**src/rtl/mem_bus_arbiter_if.sv**
```systemverilog
// Request, response and shared-bus signals between fetch, memory stage
// and the memory bus. The slave modport is the arbiter's view.
interface mem_bus_arbiter_if;
  logic        i_valid;
  logic [63:0] i_addr;
  logic [2:0]  i_size;
  logic        i_ok;
  logic [63:0] i_rdata;

  logic        d_valid;
  logic        d_write;
  logic [63:0] d_addr;
  logic [2:0]  d_size;
  logic [7:0]  d_strobe;
  logic [63:0] d_wdata;
  logic        d_ok;
  logic [63:0] d_rdata;

  logic        bus_valid;
  logic        bus_write;
  logic [63:0] bus_addr;
  logic [2:0]  bus_size;
  logic [7:0]  bus_strobe;
  logic [63:0] bus_wdata;
  logic        bus_ok;
  logic [63:0] bus_rdata;

  modport slave (
    input  i_valid, i_addr, i_size,
    input  d_valid, d_write, d_addr,
    input  d_size, d_strobe, d_wdata,
    input  bus_ok, bus_rdata,
    output i_ok, i_rdata,
    output d_ok, d_rdata,
    output bus_valid, bus_write,
    output bus_addr, bus_size,
    output bus_strobe, bus_wdata
  );

  modport master (
    output i_valid, i_addr, i_size,
    output d_valid, d_write, d_addr,
    output d_size, d_strobe, d_wdata,
    output bus_ok, bus_rdata,
    input  i_ok, i_rdata,
    input  d_ok, d_rdata,
    input  bus_valid, bus_write,
    input  bus_addr, bus_size,
    input  bus_strobe, bus_wdata
  );
endinterface

```
**src/rtl/mem_bus_arbiter.sv**
```systemverilog
// Single-outstanding arbiter of the memory bus between fetch (I) and
// memory stage (D); D has priority, with a starvation escape for I.
module mem_bus_arbiter #(
  parameter int unsigned STARVE_LIMIT = 4
) (
  input logic              clk,
  input logic              reset,
  mem_bus_arbiter_if.slave mb
);
  localparam int unsigned CW = $clog2(STARVE_LIMIT + 1);
  localparam logic [CW-1:0] LIM = CW'(STARVE_LIMIT);

  typedef enum logic [1:0] {
    IDLE,
    BUSY_I,
    BUSY_D
  } state_t;

  state_t        state_q, state_d;
  logic [CW-1:0] starve_cnt_q, starve_cnt_d;
  logic          valid_q, valid_d;
  logic          write_q, write_d;
  logic [63:0]   addr_q, addr_d;
  logic [2:0]    size_q, size_d;
  logic [7:0]    strobe_q, strobe_d;
  logic [63:0]   wdata_q, wdata_d;
  logic          grant_d, grant_i;
  logic          i_hit, d_hit;

  always_comb begin
    // I only wins a contested IDLE cycle once D has starved it
    grant_d = mb.d_valid &&
      !(mb.i_valid && starve_cnt_q == LIM);
    grant_i = mb.i_valid && !grant_d;
    state_d      = state_q;
    starve_cnt_d = starve_cnt_q;
    valid_d      = valid_q;
    write_d      = write_q;
    addr_d       = addr_q;
    size_d       = size_q;
    strobe_d     = strobe_q;
    wdata_d      = wdata_q;
    case (state_q)
      IDLE: begin
        if (grant_d) begin
          state_d  = BUSY_D;
          valid_d  = 1'b1;
          write_d  = mb.d_write;
          addr_d   = mb.d_addr;
          size_d   = mb.d_size;
          strobe_d = mb.d_strobe;
          wdata_d  = mb.d_wdata;
          if (mb.i_valid && starve_cnt_q != LIM)
            starve_cnt_d = starve_cnt_q + CW'(1);
        end else if (grant_i) begin
          state_d      = BUSY_I;
          valid_d      = 1'b1;
          write_d      = 1'b0;
          addr_d       = mb.i_addr;
          size_d       = mb.i_size;
          strobe_d     = '0;
          wdata_d      = '0;
          starve_cnt_d = '0;
        end
      end
      BUSY_I, BUSY_D: begin
        if (mb.bus_ok) begin
          state_d = IDLE;
          valid_d = 1'b0;
        end
      end
      default: state_d = IDLE;
    endcase
  end

  always_ff @(posedge clk or posedge reset) begin
    if (reset) begin
      state_q      <= IDLE;
      starve_cnt_q <= '0;
      valid_q      <= 1'b0;
      write_q      <= 1'b0;
      addr_q       <= '0;
      size_q       <= '0;
      strobe_q     <= '0;
      wdata_q      <= '0;
    end else begin
      state_q      <= state_d;
      starve_cnt_q <= starve_cnt_d;
      valid_q      <= valid_d;
      write_q      <= write_d;
      addr_q       <= addr_d;
      size_q       <= size_d;
      strobe_q     <= strobe_d;
      wdata_q      <= wdata_d;
    end
  end

  // Completion is passed straight through to the owner
  assign i_hit = (state_q == BUSY_I) && mb.bus_ok;
  assign d_hit = (state_q == BUSY_D) && mb.bus_ok;

  assign mb.i_ok    = i_hit;
  assign mb.d_ok    = d_hit;
  assign mb.i_rdata = i_hit ? mb.bus_rdata : '0;
  assign mb.d_rdata = d_hit ? mb.bus_rdata : '0;

  assign mb.bus_valid  = valid_q;
  assign mb.bus_write  = write_q;
  assign mb.bus_addr   = addr_q;
  assign mb.bus_size   = size_q;
  assign mb.bus_strobe = strobe_q;
  assign mb.bus_wdata  = wdata_q;
endmodule

```
**src/flat_wrapper.sv**
```systemverilog
// flat-port wrapper written by rule: the top's interface ports become plain ports
module mem_bus_arbiter_flat 
#(
  parameter int unsigned STARVE_LIMIT = 4
)
  (clk, reset, mb_i_valid, mb_i_addr, mb_i_size, mb_d_valid, mb_d_write, mb_d_addr, mb_d_size, mb_d_strobe, mb_d_wdata, mb_bus_ok, mb_bus_rdata, mb_i_ok, mb_i_rdata, mb_d_ok, mb_d_rdata, mb_bus_valid, mb_bus_write, mb_bus_addr, mb_bus_size, mb_bus_strobe, mb_bus_wdata);
  mem_bus_arbiter_if mb_i ();
  input logic clk;
  input logic reset;
  input wire logic [$bits(mb_i.i_valid)-1:0] mb_i_valid;
  input wire logic [$bits(mb_i.i_addr)-1:0] mb_i_addr;
  input wire logic [$bits(mb_i.i_size)-1:0] mb_i_size;
  input wire logic [$bits(mb_i.d_valid)-1:0] mb_d_valid;
  input wire logic [$bits(mb_i.d_write)-1:0] mb_d_write;
  input wire logic [$bits(mb_i.d_addr)-1:0] mb_d_addr;
  input wire logic [$bits(mb_i.d_size)-1:0] mb_d_size;
  input wire logic [$bits(mb_i.d_strobe)-1:0] mb_d_strobe;
  input wire logic [$bits(mb_i.d_wdata)-1:0] mb_d_wdata;
  input wire logic [$bits(mb_i.bus_ok)-1:0] mb_bus_ok;
  input wire logic [$bits(mb_i.bus_rdata)-1:0] mb_bus_rdata;
  output wire logic [$bits(mb_i.i_ok)-1:0] mb_i_ok;
  output wire logic [$bits(mb_i.i_rdata)-1:0] mb_i_rdata;
  output wire logic [$bits(mb_i.d_ok)-1:0] mb_d_ok;
  output wire logic [$bits(mb_i.d_rdata)-1:0] mb_d_rdata;
  output wire logic [$bits(mb_i.bus_valid)-1:0] mb_bus_valid;
  output wire logic [$bits(mb_i.bus_write)-1:0] mb_bus_write;
  output wire logic [$bits(mb_i.bus_addr)-1:0] mb_bus_addr;
  output wire logic [$bits(mb_i.bus_size)-1:0] mb_bus_size;
  output wire logic [$bits(mb_i.bus_strobe)-1:0] mb_bus_strobe;
  output wire logic [$bits(mb_i.bus_wdata)-1:0] mb_bus_wdata;
  assign mb_i.i_valid = mb_i_valid;
  assign mb_i.i_addr = mb_i_addr;
  assign mb_i.i_size = mb_i_size;
  assign mb_i.d_valid = mb_d_valid;
  assign mb_i.d_write = mb_d_write;
  assign mb_i.d_addr = mb_d_addr;
  assign mb_i.d_size = mb_d_size;
  assign mb_i.d_strobe = mb_d_strobe;
  assign mb_i.d_wdata = mb_d_wdata;
  assign mb_i.bus_ok = mb_bus_ok;
  assign mb_i.bus_rdata = mb_bus_rdata;
  assign mb_i_ok = mb_i.i_ok;
  assign mb_i_rdata = mb_i.i_rdata;
  assign mb_d_ok = mb_i.d_ok;
  assign mb_d_rdata = mb_i.d_rdata;
  assign mb_bus_valid = mb_i.bus_valid;
  assign mb_bus_write = mb_i.bus_write;
  assign mb_bus_addr = mb_i.bus_addr;
  assign mb_bus_size = mb_i.bus_size;
  assign mb_bus_strobe = mb_i.bus_strobe;
  assign mb_bus_wdata = mb_i.bus_wdata;
  mem_bus_arbiter #(.STARVE_LIMIT(STARVE_LIMIT)) u_core (.clk(clk), .reset(reset), .mb(mb_i));
endmodule
```
**config.mk**
```make
export PLATFORM = sky130hd
export DESIGN_NAME = mem_bus_arbiter_flat
export DESIGN_NICKNAME = d
export VERILOG_FILES = /design/src/rtl/mem_bus_arbiter_if.sv /design/src/rtl/mem_bus_arbiter.sv /design/src/flat_wrapper.sv
export SDC_FILE = /design/constraint.sdc
export NUM_CORES = 1
export LEC_CHECK = 0
export ABC_AREA = 1
export BUFFER_PORTS_ARGS = -buffer_cell sky130_fd_sc_hd__buf_2
export CAP_MARGIN = 40
export CORE_AREA = 2 2 210 212
export DETAILED_ROUTE_END_ITERATION = 10
export DIE_AREA = 0 0 212 214
export SYNTH_ARGS = -nofsm -noshare
export SYNTH_HDL_FRONTEND = slang
export SYNTH_SLANG_ARGS = --single-unit
export TNS_END_PERCENT = 100
```
**constraint.sdc**
```tcl
create_clock -name clk -period 10.65 [get_ports clk]
set_input_delay 2.13 -clock clk [delete_from_list [all_inputs] [get_ports clk]]
set_output_delay 2.13 -clock clk [all_outputs]
set_load 0.05 [all_outputs]
```
==> metrics <==
die area=45370 µm²; row count=76; Setup Skew=0.01173 ns; WS Path Type=in -> out; FILL cells=4751; Initial Utilization=16.57%; first-pass iteration count of the detailed router=5; Combinational Power Share=59.2%; CP Max Fanout=65; CTS clk-pin slew, worst paths=0.07 ns; Final setup viols=0; initial antenna violation count=3; initial detailed-routing violation count=568; ratio of cells with drive above 1 in the final layout=40.92%; GRT Util Overall=14.55%; clock share of power=15.2%; clk sink count=146; ANT cells=0; DRC=0; most frequent cells in the layout=buf_2 (546), nand2_1 (302), dfrtp_1 (146); Max transition margin=40.89%; global-route wire length before repair=49.93 mm; synthesis-stage register bit count=146; Seq/Total Area, Yosys=51.40%; vias=8618; post-layout power=3.768 mW; maximum vdd drop=160.8 µV; post-synth cell types=17; Ys Warns=0; Nets=1733; worst skew pair latency=0.45 ns; Routability Congestion=0.8846; post-CTS setup buffer count=0; synthesized area=7108 µm²; Vias/cell=4.206; P_sw=2.190 mW; RSZ-0062 raised after global routing=false; status=complete, no violations; Leakage=6.602 nW; Internal Dissipation=1.579 mW; Reg power frac=25.6%; Hold Path Class=reg -> reg; crit end category=output port; clock period minus worst slack=5.430 ns; Syn Inst Count=947; fin. max-slew vios=0; Tightest Pin Transition=0.8866 ns; Post-Syn Nets=1229; Detailed Route WL=33.93 mm; WL per Instance=16.56 µm; IO buf count=546; grt ovf=0; H-tree depth=4; Worst Path Required=8.52 ns; Worst EP arrival=3.30 ns; f_max=184.2 MHz; Num CTS Buffers=17; synthesis-to-finish area growth=54.46%; clock root cell=clkbuf_16; largest net degree at the start of global routing=82; core footprint=42890 µm²; Sw Ratio=58.11%; Ports=547; Startpoint Class=input port; Setup TNS=0 ns; Synth Area per Inst=7.506 µm²; CTS tree=built; post-DP HPWL=25.75 mm; antenna viol nets, final=0; post_cts resized=0; most common cell after layout, fill and taps aside=buf_2; Max clock buf depth=2; max capacitance violation total=0; final hold violations=0; number of global-route vias before repair=8304; cts hold-fix bufs=0; Die W=212 µm; r2r setup slk=7.77 ns; Die Span Y=214 µm; Final period util=50.99%; power per cell area=343.2 nW/µm²
==> cell type report <==
cell class	count	area, µm²	share of cell area (%)
Sequential cell	146	3654	33.28
Tap cell	585	732.0	6.667
Timing Repair Buffer	559	2875	26.19
Clock inverter	13	102.6	0.9345
Multi-Input combinational cell	651	2883	26.26
Inverter	76	290.3	2.644
Clock buffer	19	442.9	4.034
==> critical path: stages <==
cell,delay (ns)
buf_2,0.13
nand2_2,0.06
buf_4,0.50
nor2_1,0.16
buf_2,0.26
==> routing by layer <==
layer	vias to the layer above	track usage (%)	share of wire, %
met1	4055	15.93	38
met3	81	3.431	7.0
li1	4006	-	-
met2	470	25.26	49
met4	6	8.944	5.3
met5	-	0	0.12
==> state kept, by name, summed over array words and instances (netlist names) <==
name,cells
u_core.mb.bus_addr,64
u_core.mb.bus_wdata,64
u_core.mb.bus_strobe,8
u_core.mb.bus_size,3
u_core.starve_cnt_q,3
u_core.state_q,2
u_core.mb.bus_valid,1
u_core.mb.bus_write,1
==> path summary, 6_finish.rpt <==
kind / startpoint / endpoint / cells after the start
min in group asynchronous: reset / u_core.mb.bus_addr[56]$_DFFE_PP0P_ / 2
max in group asynchronous: reset / u_core.mb.bus_wdata[38]$_DFFE_PP0P_ / 4
min reg2reg: u_core.mb.bus_strobe[7]$_DFFE_PP0P_ / u_core.mb.bus_strobe[7]$_DFFE_PP0P_ / 2
max: mb_bus_ok / mb_i_rdata[63] / 5
min: u_core.mb.bus_strobe[7]$_DFFE_PP0P_ / u_core.mb.bus_strobe[7]$_DFFE_PP0P_ / 2
max reg2reg: u_core.state_q[0]$_DFFE_PP0P_ / u_core.mb.bus_addr[7]$_DFFE_PP0P_ / 8
==> through the flow <==
| stage | hold slack [ns] | std cells | util (%) | area (µm²) | worst slack [ns] |
|---|---|---|---|---|---|
| after detailed placement | 0.4593 | 2017 | 24.33 | 10430 | 5.251 |
| after global placement | 0.4575 | 2014 | 24.17 | 10370 | 5.194 |
| after floorplan | 0.4807 | 947 | - | 7108 | 4.597 |
| after CTS | 0.4785 | 2049 | 25.60 | 10980 | 5.248 |
| final | 0.4759 | 2049 | 25.60 | 10980 | 5.220 |
| after global routing | 0.4946 | 2049 | 25.60 | 10980 | 5.172 |
==> Yosys cell counts <==
cell type	n	area share, %
dfrtp_1	146	51
nand3_1	137	9.6
nand2_1	304	16
nand2_2	1	0.088
nand3_2	1	0.14
buf_1	11	0.58
inv_2	1	0.053
nand4_1	68	6.0
o22ai_1	1	0.088
nor2_1	130	6.9
o21ai_2	1	0.12
xor2_1	1	0.12
clkbuf_1	38	2.0
ha_1	6	1.1
inv_1	75	4.0
o21ai_0	1	0.070
buf_2	25	1.8
==> cell families (layout without fill, tap and decap cells) <==
logic type | after synthesis | after routing | synth area share, %
AO/OA/AOI/OAI | 3 | 3 | 0.2817
XOR/XNOR | 1 | 1 | 0.1232
adder cells (fa/ha/maj) | 6 | 6 | 1.056
buffers and inverters | 150 | 667 | 8.361
flip-flops | 146 | 146 | 51.40
AND/OR/NAND/NOR | 641 | 641 | 38.78
==> power groups by stage <==
stage	combinational (mW)	clock, mW	sequential [mW]
6_report	2.23	0.574	0.965
5_1_grt	2.36	0.619	0.998
4_1_cts	2.25	0.596	0.962
3_5_place_dp	2.24	0	0.963
3_3_place_gp	2.21	0	0.957
2_1_floorplan	0.735	0	1.86
Note: power is estimated with default switching activity, not from simulation.
